## src/rtl/regfile_ctrl_pkg.sv

```systemverilog
// Shared types and defaults for the register-file control blocks (scoreboard, bench, debug).
package regfile_ctrl_pkg;

    localparam int REG_NO_DEF   = 8;
    localparam int REG_IDX_W    = $clog2(REG_NO_DEF);
    typedef logic [REG_IDX_W-1:0] reg_idx_t;

    localparam int MAX_AGE_DEF  = 7;
    localparam int KILL_AGE_DEF = 2;
    localparam int AGE_W        = $clog2(MAX_AGE_DEF + 1);
    typedef logic [AGE_W-1:0] age_t;

    typedef enum logic [1:0] {
        HZ_NONE,
        HZ_RAW1,
        HZ_RAW2,
        HZ_WAW
    } hazard_e;

endpackage

```

## src/rtl/reg_scoreboard_if.sv

```systemverilog
// Issue, writeback and status bundle between decode and the register scoreboard.
// stall_cnt is present only when REG_SCOREBOARD_PERF_EN is defined.
interface reg_scoreboard_if
    import regfile_ctrl_pkg::*;
#(
    parameter int REG_NO = REG_NO_DEF
);
    localparam int IW = $clog2(REG_NO);

    logic              issue_valid;
    logic [IW-1:0]     issue_rs1;
    logic [IW-1:0]     issue_rs2;
    logic              issue_rs1_use;
    logic              issue_rs2_use;
    logic [IW-1:0]     issue_rd;
    logic              issue_rd_we;
    logic              wb_valid;
    logic [IW-1:0]     wb_rd;
    logic              flush;
    logic              stall;
    logic [REG_NO-1:0] pending;
    logic              lost_err;
`ifdef REG_SCOREBOARD_PERF_EN
    logic [31:0]       stall_cnt;

    modport master (
        output issue_valid, issue_rs1, issue_rs2, issue_rs1_use, issue_rs2_use,
        output issue_rd, issue_rd_we, wb_valid, wb_rd, flush,
        input  stall, pending, lost_err, stall_cnt
    );

    modport slave (
        input  issue_valid, issue_rs1, issue_rs2, issue_rs1_use, issue_rs2_use,
        input  issue_rd, issue_rd_we, wb_valid, wb_rd, flush,
        output stall, pending, lost_err, stall_cnt
    );
`else
    modport master (
        output issue_valid, issue_rs1, issue_rs2, issue_rs1_use, issue_rs2_use,
        output issue_rd, issue_rd_we, wb_valid, wb_rd, flush,
        input  stall, pending, lost_err
    );

    modport slave (
        input  issue_valid, issue_rs1, issue_rs2, issue_rs1_use, issue_rs2_use,
        input  issue_rd, issue_rd_we, wb_valid, wb_rd, flush,
        output stall, pending, lost_err
    );
`endif

endinterface

```

## src/rtl/sb_entry.sv

```systemverilog
// One scoreboard entry: pending bit plus age since issue, updated with
// priority set > young-flush kill > writeback clear > age increment.
module sb_entry
    import regfile_ctrl_pkg::*;
#(
    parameter int MAX_AGE  = MAX_AGE_DEF,
    parameter int KILL_AGE = KILL_AGE_DEF
) (
    input  logic Clk,
    input  logic Rst,
    input  logic set,
    input  logic flush,
    input  logic clr,
    output logic pend,
    output logic lost
);
    localparam int AW = $clog2(MAX_AGE + 1);

    logic          pend_reg;
    logic [AW-1:0] age_reg;

    always_ff @(posedge Clk or negedge Rst) begin
        if (!Rst) begin
            pend_reg <= 1'b0;
            age_reg  <= '0;
        end else if (set) begin
            // A new writer wins over a same-cycle writeback of the older one.
            pend_reg <= 1'b1;
            age_reg  <= '0;
        end else if (flush && (age_reg < AW'(KILL_AGE))) begin
            pend_reg <= 1'b0;
            age_reg  <= '0;
        end else if (clr) begin
            pend_reg <= 1'b0;
            age_reg  <= '0;
        end else if (pend_reg && (age_reg != AW'(MAX_AGE))) begin
            age_reg  <= age_reg + 1'b1;
        end
    end

    assign pend = pend_reg;
    assign lost = pend_reg && (age_reg == AW'(MAX_AGE));

endmodule

```

## src/rtl/reg_scoreboard.sv

```systemverilog
// In-order issue scoreboard: tracks outstanding register writes and stalls decode
// on RAW/WAW hazards not covered by the write bypass. REG_SCOREBOARD_PERF_EN adds stall_cnt.
module reg_scoreboard
    import regfile_ctrl_pkg::*;
#(
    parameter int REG_NO   = REG_NO_DEF,
    parameter int KILL_AGE = KILL_AGE_DEF,
    parameter int MAX_AGE  = MAX_AGE_DEF
) (
    input  logic            Clk,
    input  logic            Rst,
    reg_scoreboard_if.slave sb
);
    localparam int IW = $clog2(REG_NO);

    logic [REG_NO-1:0] pend;
    logic [REG_NO-1:0] lost_vec;
    logic              raw1;
    logic              raw2;
    logic              waw;
    hazard_e           hz;
    logic              stall;
    logic              issued;
    logic              lost_err_reg;

    assign pend[0]     = 1'b0;
    assign lost_vec[0] = 1'b0;

    for (genvar gi = 1; gi < REG_NO; gi++) begin : g_entry
        logic set_i;
        logic clr_i;

        assign set_i = issued && (sb.issue_rd == IW'(gi));
        assign clr_i = sb.wb_valid && (sb.wb_rd == IW'(gi));

        sb_entry #(
            .MAX_AGE  (MAX_AGE),
            .KILL_AGE (KILL_AGE)
        ) u_entry (
            .Clk   (Clk),
            .Rst   (Rst),
            .set   (set_i),
            .flush (sb.flush),
            .clr   (clr_i),
            .pend  (pend[gi]),
            .lost  (lost_vec[gi])
        );
    end

    // A register being written back this cycle is forwarded, so it is not a hazard.
    always_comb begin
        raw1 = sb.issue_rs1_use && (sb.issue_rs1 != '0) && pend[sb.issue_rs1]
               && !(sb.wb_valid && (sb.wb_rd == sb.issue_rs1));
        raw2 = sb.issue_rs2_use && (sb.issue_rs2 != '0) && pend[sb.issue_rs2]
               && !(sb.wb_valid && (sb.wb_rd == sb.issue_rs2));
        waw  = sb.issue_rd_we && (sb.issue_rd != '0) && pend[sb.issue_rd]
               && !(sb.wb_valid && (sb.wb_rd == sb.issue_rd));
        hz = HZ_NONE;
        if (raw1) begin
            hz = HZ_RAW1;
        end else if (raw2) begin
            hz = HZ_RAW2;
        end else if (waw) begin
            hz = HZ_WAW;
        end
    end

    assign stall  = Rst && sb.issue_valid && !sb.flush && (hz != HZ_NONE);
    assign issued = sb.issue_valid && !stall && !sb.flush && sb.issue_rd_we
                    && (sb.issue_rd != '0);

    always_ff @(posedge Clk or negedge Rst) begin
        if (!Rst) begin
            lost_err_reg <= 1'b0;
        end else if (|lost_vec) begin
            lost_err_reg <= 1'b1;
        end
    end

    assign sb.stall    = stall;
    assign sb.pending  = pend;
    assign sb.lost_err = lost_err_reg;

`ifdef REG_SCOREBOARD_PERF_EN
    logic [31:0] stall_cnt_reg;

    always_ff @(posedge Clk or negedge Rst) begin
        if (!Rst) begin
            stall_cnt_reg <= '0;
        end else if (stall) begin
            stall_cnt_reg <= stall_cnt_reg + 32'd1;
        end
    end

    assign sb.stall_cnt = stall_cnt_reg;
`endif

endmodule

```

## src/flat_wrapper.sv

```systemverilog
// flat-port wrapper written by rule: the top's interface ports become plain ports
module reg_scoreboard_flat import regfile_ctrl_pkg::*;
#(
    parameter int REG_NO   = REG_NO_DEF,
    parameter int KILL_AGE = KILL_AGE_DEF,
    parameter int MAX_AGE  = MAX_AGE_DEF
)
  (Clk, Rst, sb_issue_valid, sb_issue_rs1, sb_issue_rs2, sb_issue_rs1_use, sb_issue_rs2_use, sb_issue_rd, sb_issue_rd_we, sb_wb_valid, sb_wb_rd, sb_flush, sb_stall, sb_pending, sb_lost_err);
  reg_scoreboard_if #(.REG_NO(REG_NO)) sb_i ();
  input  logic Clk;
  input  logic Rst;
  input wire logic [$bits(sb_i.issue_valid)-1:0] sb_issue_valid;
  input wire logic [$bits(sb_i.issue_rs1)-1:0] sb_issue_rs1;
  input wire logic [$bits(sb_i.issue_rs2)-1:0] sb_issue_rs2;
  input wire logic [$bits(sb_i.issue_rs1_use)-1:0] sb_issue_rs1_use;
  input wire logic [$bits(sb_i.issue_rs2_use)-1:0] sb_issue_rs2_use;
  input wire logic [$bits(sb_i.issue_rd)-1:0] sb_issue_rd;
  input wire logic [$bits(sb_i.issue_rd_we)-1:0] sb_issue_rd_we;
  input wire logic [$bits(sb_i.wb_valid)-1:0] sb_wb_valid;
  input wire logic [$bits(sb_i.wb_rd)-1:0] sb_wb_rd;
  input wire logic [$bits(sb_i.flush)-1:0] sb_flush;
  output wire logic [$bits(sb_i.stall)-1:0] sb_stall;
  output wire logic [$bits(sb_i.pending)-1:0] sb_pending;
  output wire logic [$bits(sb_i.lost_err)-1:0] sb_lost_err;
  assign sb_i.issue_valid = sb_issue_valid;
  assign sb_i.issue_rs1 = sb_issue_rs1;
  assign sb_i.issue_rs2 = sb_issue_rs2;
  assign sb_i.issue_rs1_use = sb_issue_rs1_use;
  assign sb_i.issue_rs2_use = sb_issue_rs2_use;
  assign sb_i.issue_rd = sb_issue_rd;
  assign sb_i.issue_rd_we = sb_issue_rd_we;
  assign sb_i.wb_valid = sb_wb_valid;
  assign sb_i.wb_rd = sb_wb_rd;
  assign sb_i.flush = sb_flush;
  assign sb_stall = sb_i.stall;
  assign sb_pending = sb_i.pending;
  assign sb_lost_err = sb_i.lost_err;
  reg_scoreboard #(.REG_NO(REG_NO), .KILL_AGE(KILL_AGE), .MAX_AGE(MAX_AGE)) u_core (.Clk(Clk), .Rst(Rst), .sb(sb_i));
endmodule
```

## config.mk

```make
export PLATFORM = sky130hd
export DESIGN_NAME = reg_scoreboard_flat
export DESIGN_NICKNAME = d
export VERILOG_FILES = /design/src/rtl/regfile_ctrl_pkg.sv /design/src/rtl/reg_scoreboard_if.sv /design/src/rtl/sb_entry.sv /design/src/rtl/reg_scoreboard.sv /design/src/flat_wrapper.sv
export SDC_FILE = /design/constraint.sdc
export NUM_CORES = 1
export LEC_CHECK = 0
export BUFFER_PORTS_ARGS = -buffer_cell sky130_fd_sc_hd__buf_4
export CAP_MARGIN = 30
export CORE_MARGIN = 2
export CORE_UTILIZATION = 55
export CTS_BUF_LIST = sky130_fd_sc_hd__clkbuf_2 sky130_fd_sc_hd__clkbuf_4 sky130_fd_sc_hd__clkbuf_8
export DETAILED_ROUTE_END_ITERATION = 7
export PLACE_DENSITY = 0.77
export SLEW_MARGIN = 20
export SYNTH_ARGS = -nofsm -noshare
export SYNTH_HDL_FRONTEND = slang
export SYNTH_SLANG_ARGS = --single-unit
```

## constraint.sdc

```tcl
create_clock -name Clk -period 2.4 [get_ports Clk]
set_input_delay 0.36 -clock Clk [delete_from_list [all_inputs] [get_ports Clk]]
set_output_delay 0.36 -clock Clk [all_outputs]
set_load 0.1 [all_outputs]
```

==> results.sh, run 1 <==
export IMPL_synth_edff_count=0
export IMPL_tightestPinTransition_ps=787
export IMPL_cp_required_ps=2040
export IMPL_h_tree_depth=2
export IMPL_period_share=0.975
export IMPL_final_antenna_net_count=0
export IMPL_antenna_cells=0
export IMPL_vias=1845
export IMPL_largest_reg_flops=21
export IMPL_clock_sinks=29
export IMPL_synth_warnings=0
export IMPL_drive_gt1_frac=0.322
export IMPL_setup_viol=0
export IMPL_floorplan_initialDensity=0.564
export IMPL_ioPinCount=30
export IMPL_swShare=0.290
export IMPL_max_cap_violations=0
export IMPL_ys_flop_type="dfrtp_1"
export IMPL_grt_pass1_wl_mm=8.16
export IMPL_wl_per_cell_um=16.6
export IMPL_yosys_top_cells_area="dfrtp_1 32%, mux2_2 10%, ha_1 7.8%"
export IMPL_synth_nets=265
export IMPL_crit_chain="mux2_4 -> o21ai_0 -> nor4bb_2 -> nor3_2 -> nor4bb_4 -> buf_6"
export IMPL_synth_cells=231
export IMPL_root_buffer="clkbuf_8"
export IMPL_internal_power_uw=827
export IMPL_status="finished clean"
export IMPL_syn_mean_instance_area_um2=9.70
export IMPL_synth_area_um2=2240
export IMPL_gp_congestion=0.867
export IMPL_cp_max_fo=4
export IMPL_drt_iter0_drc=98
export IMPL_hpwlAfterDp_mm=3.95
export IMPL_rows=23
export IMPL_ctsLongestPathBuffers=2
export IMPL_maxSlewHeadroom=0.470
export IMPL_clk_latency_ps=290
export IMPL_total_power_mw=1.16
export IMPL_fillers=326
export IMPL_grt_max_degree=21
export IMPL_hold_slack_ps=460
export IMPL_criticalPathCategory="reg2out"
export IMPL_slew_violations=0
export IMPL_grt_pass1_vias=1711
export IMPL_slowest_delay_ps=410
export IMPL_power_leakage_nw=1.35
export IMPL_cpMaxStageDelayCell="dfrtp_2"
export IMPL_portBuffers=28
export IMPL_dr_pass1_iters=4
export IMPL_power_frac_comb=0.206
export IMPL_cts_buffers=5
export IMPL_cp_arrival_ps=1980
export IMPL_final_nets=297
export IMPL_yosysMostFrequentCell="dfrtp_1"
export IMPL_clk_pin_slew_worst_paths_ps=60
export IMPL_p_clk_frac=0.362
export IMPL_ys_types=38
export IMPL_fin_crit_ps=2340
export IMPL_antenna_found_initial=0
export IMPL_route_detailed_drc=0
export IMPL_viasPerCell=5.88
export IMPL_setup_ws_ps=58.8
export IMPL_synth_commonest_cells="29 x dfrtp_1, 25 x nor3_1, 24 x nand2_1, 20 x mux2_2, 14 x ha_1"
export IMPL_crit_buf_inv=1
export IMPL_track_usage=0.242
export IMPL_hold_viol=0
export IMPL_async_flop_share=1.00
export IMPL_power_frac_seq=0.433
export IMPL_peakVddDrop_mv=0.296
export IMPL_cts_tree="built"
export IMPL_area_delta_synth_final_pct=19.8
export IMPL_p_per_area_nw_per_um2=434
export IMPL_min_path_type="in2async"
export IMPL_dieWidth_um=67.8
export IMPL_core_area_um2=3970
export IMPL_yosysTopAreaCellShare=0.324
export IMPL_timing_fmax_ghz=0.427
export IMPL_synth_seq_cells=29
export IMPL_routed_wl_mm=5.22
export IMPL_ys_seq_area_frac=0.324
export IMPL_pre_cts_slack_ps=85.4
export IMPL_fin_worst_skew_ps=7.82
export IMPL_die_y_um=67.8
export IMPL_dieArea_um2=4600
export IMPL_worstSetupStartpointType="register"
export IMPL_cp_end_kind="output port"
export IMPL_p_sw_uw=337
export IMPL_netlist_top_cell_by_area="dfrtp_1"
export IMPL_grt_remaining_overflow=0
export IMPL_finalSetupTns_ps=0
export IMPL_cp_top_family="simple AND/OR/NAND/NOR gates"
[power groups by stage]
stage	combinational, mW	clock (mW)	sequential, mW
after global routing	0.254	0.443	0.504
final	0.239	0.421	0.504
after CTS	0.232	0.426	0.503
after detailed placement	0.227	0	0.512
after floorplan	0.155	0	0.511
after global placement	0.224	0	0.512
[through the flow]
| stage | cells | area (um^2) | utilization |
|---|---|---|---|
| 6_report | 314 | 2690 | 0.676 |
| 5_1_grt | 314 | 2690 | 0.676 |
| 4_1_cts | 312 | 2640 | 0.665 |
| 3_5_place_dp | 303 | 2520 | 0.635 |
| 3_3_place_gp | 303 | 2520 | 0.635 |
| 2_1_floorplan | 231 | 2280 | - |
[layer usage]
layer  vias up  wire length (um)  GRT usage
met5         -                 0          0
met4         0                64     0.0825
met3         6               243     0.0378
met2        43              2560      0.398
met1       879              2350      0.325
li1        917                 -          -
[final timing paths]
| check | start | end | slack [ps] | depth (start not counted) |
|---|---|---|---|---|
| min in group Clk | u_core.sb.lost_err | u_core.sb.lost_err | 510 | 2 |
| setup / recovery | u_core.g_entry[2].u_entry.pend | sb_stall | 60 | 6 |
| setup reg to reg | u_core.g_entry[4].u_entry.pend | u_core.g_entry[5].u_entry.age_reg[2] | 260 | 7 |
| hold reg to reg | u_core.sb.lost_err | u_core.sb.lost_err | 510 | 2 |
| max in group asynchronous | Rst | u_core.g_entry[2].u_entry.pend | 1410 | 3 |
| hold / removal | Rst | u_core.g_entry[5].u_entry.pend | 460 | 2 |
[placed cells by master (no fill, tap or decap), types with 3 or more instances in the layout]
master,Yosys,routed
mux2_2,20,19
nand2_1,24,24
xor2_1,6,6
buf_4,8,40
ha_1,14,14
or3_1,3,3
nand3_1,3,3
a22oi_1,3,3
nand2b_1,5,5
nor2b_1,12,12
clkbuf_8,0,5
xnor2_1,10,10
clkbuf_4,0,3
nor4_1,4,4
a211o_1,7,7
a32oi_1,4,4
nor4_2,7,7
nor2_1,8,8
nor3_1,25,24
dfrtp_1,29,27
[cell families (layout without fill, tap and decap cells)]
family,after synthesis,after routing,synth area share
adder cells (fa/ha/maj),14,14,0.0782
AND/OR/NAND/NOR,106,106,0.289
XOR/XNOR,16,16,0.0625
flip-flops,29,29,0.324
multiplexers,22,22,0.110
AO/OA/AOI/OAI,26,26,0.0910
other,1,1,0.00167
buffers and inverters,17,50,0.0441
[timing repair]
action | CTS | global route
pin swaps | 2 | 6
hold endpoints to repair | 10 | 0
resized for setup | 4 | 4
hold buffers | 1 | 0
endpoints found under the setup margin | 1 | 1
setup buffers | 0 | 2
[worst register-to-register path: cells and delay by family (launching register included)]
| kind | cells | cell delay [ps] |
|---|---|---|
| buffers and inverters | 2 | 300 |
| AOI/OAI and AO/OA | 1 | 280 |
| muxes | 1 | 280 |
| DFF | 1 | 430 |
| and+or+nand+nor | 3 | 710 |
[layout make-up]
cell class | instances | area, um^2 | share of cell area
clock buffers | 8 | 91.3 | 0.0340
multi-input cells | 185 | 1480 | 0.552
flip-flops and latches | 29 | 728 | 0.271
well taps | 50 | 62.6 | 0.0233
repair buffers | 42 | 322 | 0.120
(Power assumes the default switching activity.)
==> run 2: changes to the inputs <==
Settings changed: CORE_ASPECT_RATIO from default to 1.4.
==> run 2 against run 1 <==
Die area is 0.16% higher. Largest power group unchanged. Power fell by 1.6%. Clock power down 5.0%. Via count up 5.0%. Largest cell class unchanged. Critical path depth increased by 1. Setup slack got worse by 52 ps. Sequential power about the same.
==> results.sh, run 2 (same netlist as run 1, synthesis figures left out) <==
export IMPL_status="finished clean"
export IMPL_criticalPathCategory="reg2out"
export IMPL_core_area_um2=3920
export IMPL_cp_end_kind="output port"
export IMPL_die_y_um=79.5
export IMPL_vias=1938
export IMPL_grt_remaining_overflow=0
export IMPL_antenna_cells=0
export IMPL_placed_cells=293
export IMPL_final_antenna_net_count=0
export IMPL_clk_latency_ps=290
export IMPL_dr_pass1_iters=4
export IMPL_cp_arrival_ps=2030
export IMPL_hold_viol=0
export IMPL_slew_violations=0
export IMPL_fin_crit_ps=2390
export IMPL_fin_worst_skew_ps=8.03
export IMPL_root_buffer="clkbuf_8"
export IMPL_antenna_found_initial=0
export IMPL_route_detailed_drc=0
export IMPL_dieArea_um2=4610
export IMPL_setup_viol=0
export IMPL_maxSlewHeadroom=0.543
export IMPL_timing_fmax_ghz=0.418
export IMPL_drive_gt1_frac=0.348
export IMPL_routed_wl_mm=5.27
export IMPL_dieWidth_um=57.9
export IMPL_area_delta_synth_final_pct=20.3
export IMPL_max_cap_violations=0
export IMPL_min_path_type="in2async"
export IMPL_final_common_cell="buf_4"
export IMPL_rsz0062_at_grt="yes"
export IMPL_peakVddDrop_mv=0.433
export IMPL_worstSetupStartpointType="register"
export IMPL_finalCoreUtilization=0.688
export IMPL_cts_tree="built"
export IMPL_tightestPinTransition_ps=680
export IMPL_grt_pass1_wl_mm=8.61
export IMPL_fin_cells=310
export IMPL_wl_per_cell_um=17.0
export IMPL_ioPinCount=30
export IMPL_grt_pass1_vias=1873
export IMPL_final_nets=300
export IMPL_track_usage=0.248
export IMPL_h_tree_depth=2
export IMPL_ctsLongestPathBuffers=2
export IMPL_hpwlAfterDp_mm=3.82
export IMPL_cp_required_ps=2040
export IMPL_cts_buffers=5
export IMPL_drt_iter0_drc=63
export IMPL_viasPerCell=6.25
export IMPL_largest_reg_flops=21
export IMPL_p_per_area_nw_per_um2=425
export IMPL_gp_congestion=0.854
export IMPL_pre_cts_slack_ps=111
export IMPL_portBuffers=28
export IMPL_setup_ws_ps=7.13
export IMPL_floorplan_initialDensity=0.572
export IMPL_grt_max_degree=22
export IMPL_clk_pin_slew_worst_paths_ps=70
export IMPL_cp_max_fo=4
export IMPL_clock_sinks=29
export IMPL_rows=27
export IMPL_power_leakage_nw=1.36
export IMPL_layout_common_cells="42 x buf_4, 24 x nand2_1, 24 x nor3_1"
export IMPL_period_share=0.997
[run 2: critical path, stage by stage (launching register included)]
cell,delay (ps)
dfrtp_2,440
buf_6,130
mux2_4,280
a221oi_4,300
nor4_4,70
nor3_2,260
nor4bb_4,90
buf_6,190
[run 2: metrics by stage]
step / hold WS (ps) / setup TNS [ps] / cell area (um^2) / total power [mW]
floorplan: 64.4 / -506 / 2280 / 0.666
global placement: 213 / 0 / 2490 / 0.733
detailed placement: 213 / 0 / 2490 / 0.736
CTS: 442 / 0 / 2640 / 1.15
global route: 462 / -58.5 / 2700 / 1.19
finish: 444 / 0 / 2700 / 1.15
[run 2: metal layers]
| metal | GRT usage | up-vias | share of wire |
|---|---|---|---|
| li1 | - | 927 | - |
| met1 | 0.289 | 924 | 0.42 |
| met2 | 0.417 | 70 | 0.50 |
| met3 | 0.0551 | 17 | 0.055 |
| met4 | 0.133 | 0 | 0.034 |
| met5 | 0 | - | 0 |
[run 2: path summary, 6_finish.rpt]
| check | from | end | slack (ps) | cells past startpoint |
|---|---|---|---|---|
| worst max-delay path | u_core.g_entry[2].u_entry.pend | sb_stall | 7 | 7 |
| worst min-delay path | Rst | u_core.g_entry[1].u_entry.pend | 440 | 2 |
| worst max register to register | u_core.g_entry[2].u_entry.pend | u_core.g_entry[7].u_entry.age_reg[2] | 220 | 8 |
| worst min register to register | u_core.sb.lost_err | u_core.sb.lost_err | 490 | 2 |
| max in group asynchronous | Rst | u_core.g_entry[7].u_entry.pend | 1420 | 3 |
| min in group Clk | u_core.sb.lost_err | u_core.sb.lost_err | 490 | 2 |
[run 2: final cells by class]
class                           instances  area, um^2
Multi-Input combinational cell        185        1480
Clock buffer                            6        76.3
Sequential cell                        29         733
Fill cell                             316        1220
Timing Repair Buffer                   45         348
Tap cell                               43        53.8
Clock inverter                          2        10.0
[run 2: where the power goes]
group          switching [mW]  internal (mW)
Sequential            0.00863          0.497
Combinational           0.146         0.0935
Clock                   0.189          0.212
Total                   0.344          0.802
[run 2: what timing repair did]
action / CTS / global route
hold buffers: 1 / 0
endpoints found under the hold margin: 8 / 0
gates resized for setup: 7 / 6
setup buffers: 4 / 4
pin swaps: 1 / 5
endpoints found under the setup margin: 1 / 1
==> run 3: changes to the inputs <==
Settings changed: ABC_AREA from default to 1.
==> run 3 against run 2 <==
Flip-flop and latch count did not move. Register-to-register slack improved by 540 ps. Critical endpoint unchanged. Sequential power grew 0.8%. First-iteration DRC count up 29%. Clock skew up 0.94 ps. Critical path type unchanged.
==> results.sh, run 3 <==
export IMPL_setup_viol=0
export IMPL_final_common_cell="nand2_1"
export IMPL_total_power_mw=1.18
export IMPL_dieWidth_um=56
export IMPL_async_flop_share=1.00
export IMPL_dieArea_um2=4300
export IMPL_die_y_um=76.8
export IMPL_rsz0062_at_grt="no"
export IMPL_final_antenna_net_count=0
export IMPL_postCtsHoldBufs=0
export IMPL_core_area_um2=3640
export IMPL_crit_top_cell="nand2_1"
export IMPL_p_per_area_nw_per_um2=491
export IMPL_antenna_found_initial=0
export IMPL_criticalPathCategory="reg2out"
export IMPL_grt_pass1_wl_mm=8.39
export IMPL_yosysMostFrequentCell="nand2_1"
export IMPL_synth_commonest_cells="72 x nand2_1, 43 x nor2_1, 29 x dfrtp_1, 23 x inv_1, 17 x nand3_1"
export IMPL_cp_max_fo=8
export IMPL_yosys_top_cells_area="dfrtp_1 35%, nand2_1 13%, ha_1 8.4%"
export IMPL_synth_warnings=0
export IMPL_clk_latency_ps=280
export IMPL_max_cap_violations=0
export IMPL_grt_max_degree=30
export IMPL_synth_seq_cells=29
export IMPL_p_clk_frac=0.370
export IMPL_netlist_top_cell_by_area="dfrtp_1"
export IMPL_antenna_cells=0
export IMPL_synth_cells=279
export IMPL_final_nets=341
export IMPL_synth_edff_count=0
export IMPL_slowest_delay_ps=490
export IMPL_power_frac_seq=0.432
export IMPL_finalCoreUtilization=0.658
export IMPL_cts_buffers=5
export IMPL_wl_per_cell_um=14.0
export IMPL_grt_remaining_overflow=0
export IMPL_power_leakage_nw=1.38
export IMPL_fillers=346
export IMPL_ys_types=26
export IMPL_period_share=0.925
export IMPL_area_delta_synth_final_pct=15.1
export IMPL_track_usage=0.251
export IMPL_placed_area_um2=2300
export IMPL_largest_reg_flops=21
export IMPL_hold_viol=0
export IMPL_internal_power_uw=829
export IMPL_fin_worst_skew_ps=8.97
export IMPL_cts_tree="built"
export IMPL_route_detailed_drc=0
export IMPL_power_frac_comb=0.198
export IMPL_crit_chain="inv_1 -> nand2_1 -> nand3_1 -> nand2_1 -> nand2_1 -> nand2_1 -> nand2_1 -> nand3_2 -> nand2_4 -> inv_2 -> buf_4"
export IMPL_hold_slack_ps=107
export IMPL_ioPinCount=30
export IMPL_root_buffer="clkbuf_8"
export IMPL_cp_required_ps=2040
export IMPL_status="finished clean"
export IMPL_cp_end_kind="output port"
export IMPL_swShare=0.297
export IMPL_clock_sinks=29
export IMPL_worstSetupStartpointType="register"
export IMPL_timing_fmax_ghz=0.450
export IMPL_floorplan_initialDensity=0.571
export IMPL_min_path_type="in2async"
export IMPL_synth_area_um2=2080
export IMPL_ys_flop_type="dfrtp_1"
export IMPL_synth_nets=313
export IMPL_fin_crit_ps=2220
export IMPL_clk_pin_slew_worst_paths_ps=60
export IMPL_drive_gt1_frac=0.205
export IMPL_grt_pass1_vias=1882
export IMPL_hpwlAfterDp_mm=3.85
export IMPL_routed_wl_mm=4.90
export IMPL_portBuffers=28
export IMPL_ff2ff_path_depth=12
export IMPL_syn_mean_instance_area_um2=7.46
export IMPL_drt_iter0_drc=81
export IMPL_rrSetupSlack_ps=760
export IMPL_slew_violations=0
export IMPL_peakVddDrop_mv=0.473
export IMPL_viasPerCell=5.41
export IMPL_yosysTopAreaCellShare=0.349
export IMPL_vias=1895
export IMPL_ctsLongestPathBuffers=2
export IMPL_rows=26
export IMPL_gp_congestion=1.03
export IMPL_cp_arrival_ps=1860
export IMPL_ys_seq_area_frac=0.349
export IMPL_layout_common_cells="72 x nand2_1, 43 x nor2_1, 30 x buf_4"
export IMPL_cts_setup_buffers=0
export IMPL_cts_repair_resized=0
export IMPL_p_sw_uw=350
export IMPL_h_tree_depth=2
export IMPL_dr_pass1_iters=4
export IMPL_design_area_um2=2400
export IMPL_finalSetupTns_ps=0
export IMPL_cpMaxStageDelayCell="dfrtp_1"
run 3: changes by cell type after synthesis, moves of 11 or more:
cell,before,now
nand3_1,3,17
nor2b_1,12,0
mux2i_1,1,12
nor3_1,25,6
mux2_2,20,0
nand2_1,24,72
nor2_1,8,43
inv_1,0,23
run 3: final timing paths:
| path | from | endpoint |
|---|---|---|
| max reg2reg | u_core.g_entry[4].u_entry.pend | u_core.g_entry[1].u_entry.age_reg[1] |
| max | u_core.g_entry[5].u_entry.pend | sb_stall |
| min reg2reg | u_core.sb.lost_err | u_core.sb.lost_err |
| min in group Clk | sb_issue_rd[2] | u_core.g_entry[2].u_entry.pend |
| min | Rst | u_core.g_entry[4].u_entry.age_reg[2] |
| max in group asynchronous | Rst | u_core.g_entry[4].u_entry.age_reg[0] |
run 3: critical path: cells and delay by family (launching register included):
kind | cells | cell delay [ps]
AND/OR/NAND/NOR | 8 | 620
flip-flops | 1 | 490
buffers and inverters | 3 | 460
run 3: cell families after synthesis:
kind of cell,count (synthesis),share of synthesized area
AND/OR/NAND/NOR,158,0.342
AO/OA/AOI/OAI,19,0.0517
XOR/XNOR,7,0.0294
buffers and inverters,39,0.0847
multiplexers,12,0.0577
other,1,0.00180
flip-flops,29,0.349
adder cells (fa/ha/maj),14,0.0841
run 3: cell type report:
type                            count  area [um^2]  area share
Multi-Input combinational cell    211         1180       0.492
Clock buffer                        7         96.3      0.0402
Tap cell                           42         52.6      0.0219
Inverter                           30          113      0.0470
Clock inverter                      1         5.00     0.00209
Sequential cell                    29          726       0.303
Timing Repair Buffer               30          225      0.0939
run 3: metal layers:
metal,vias to the layer above,track usage,part of all wire
li1,945,-,-
met1,861,0.281,0.39
met2,70,0.436,0.52
met3,19,0.0405,0.052
met4,0,0.152,0.045
met5,-,0,0
run 3: metrics by stage:
| step | setup WS [ps] | std cells |
|---|---|---|
| 3_5_place_dp | 473 | 342 |
| 3_3_place_gp | 474 | 342 |
| 6_report | 180 | 350 |
| 2_1_floorplan | 717 | 279 |
| 4_1_cts | 208 | 350 |
| 5_1_grt | 57.1 | 350 |
run 3: power by group through the flow:
stage          logic, mW  clock network (mW)  registers (mW)
2_1_floorplan      0.126                   0           0.543
3_3_place_gp       0.232                   0           0.517
3_5_place_dp       0.233                   0           0.518
4_1_cts            0.234               0.446           0.509
5_1_grt            0.256               0.466           0.511
6_report           0.233               0.435           0.509
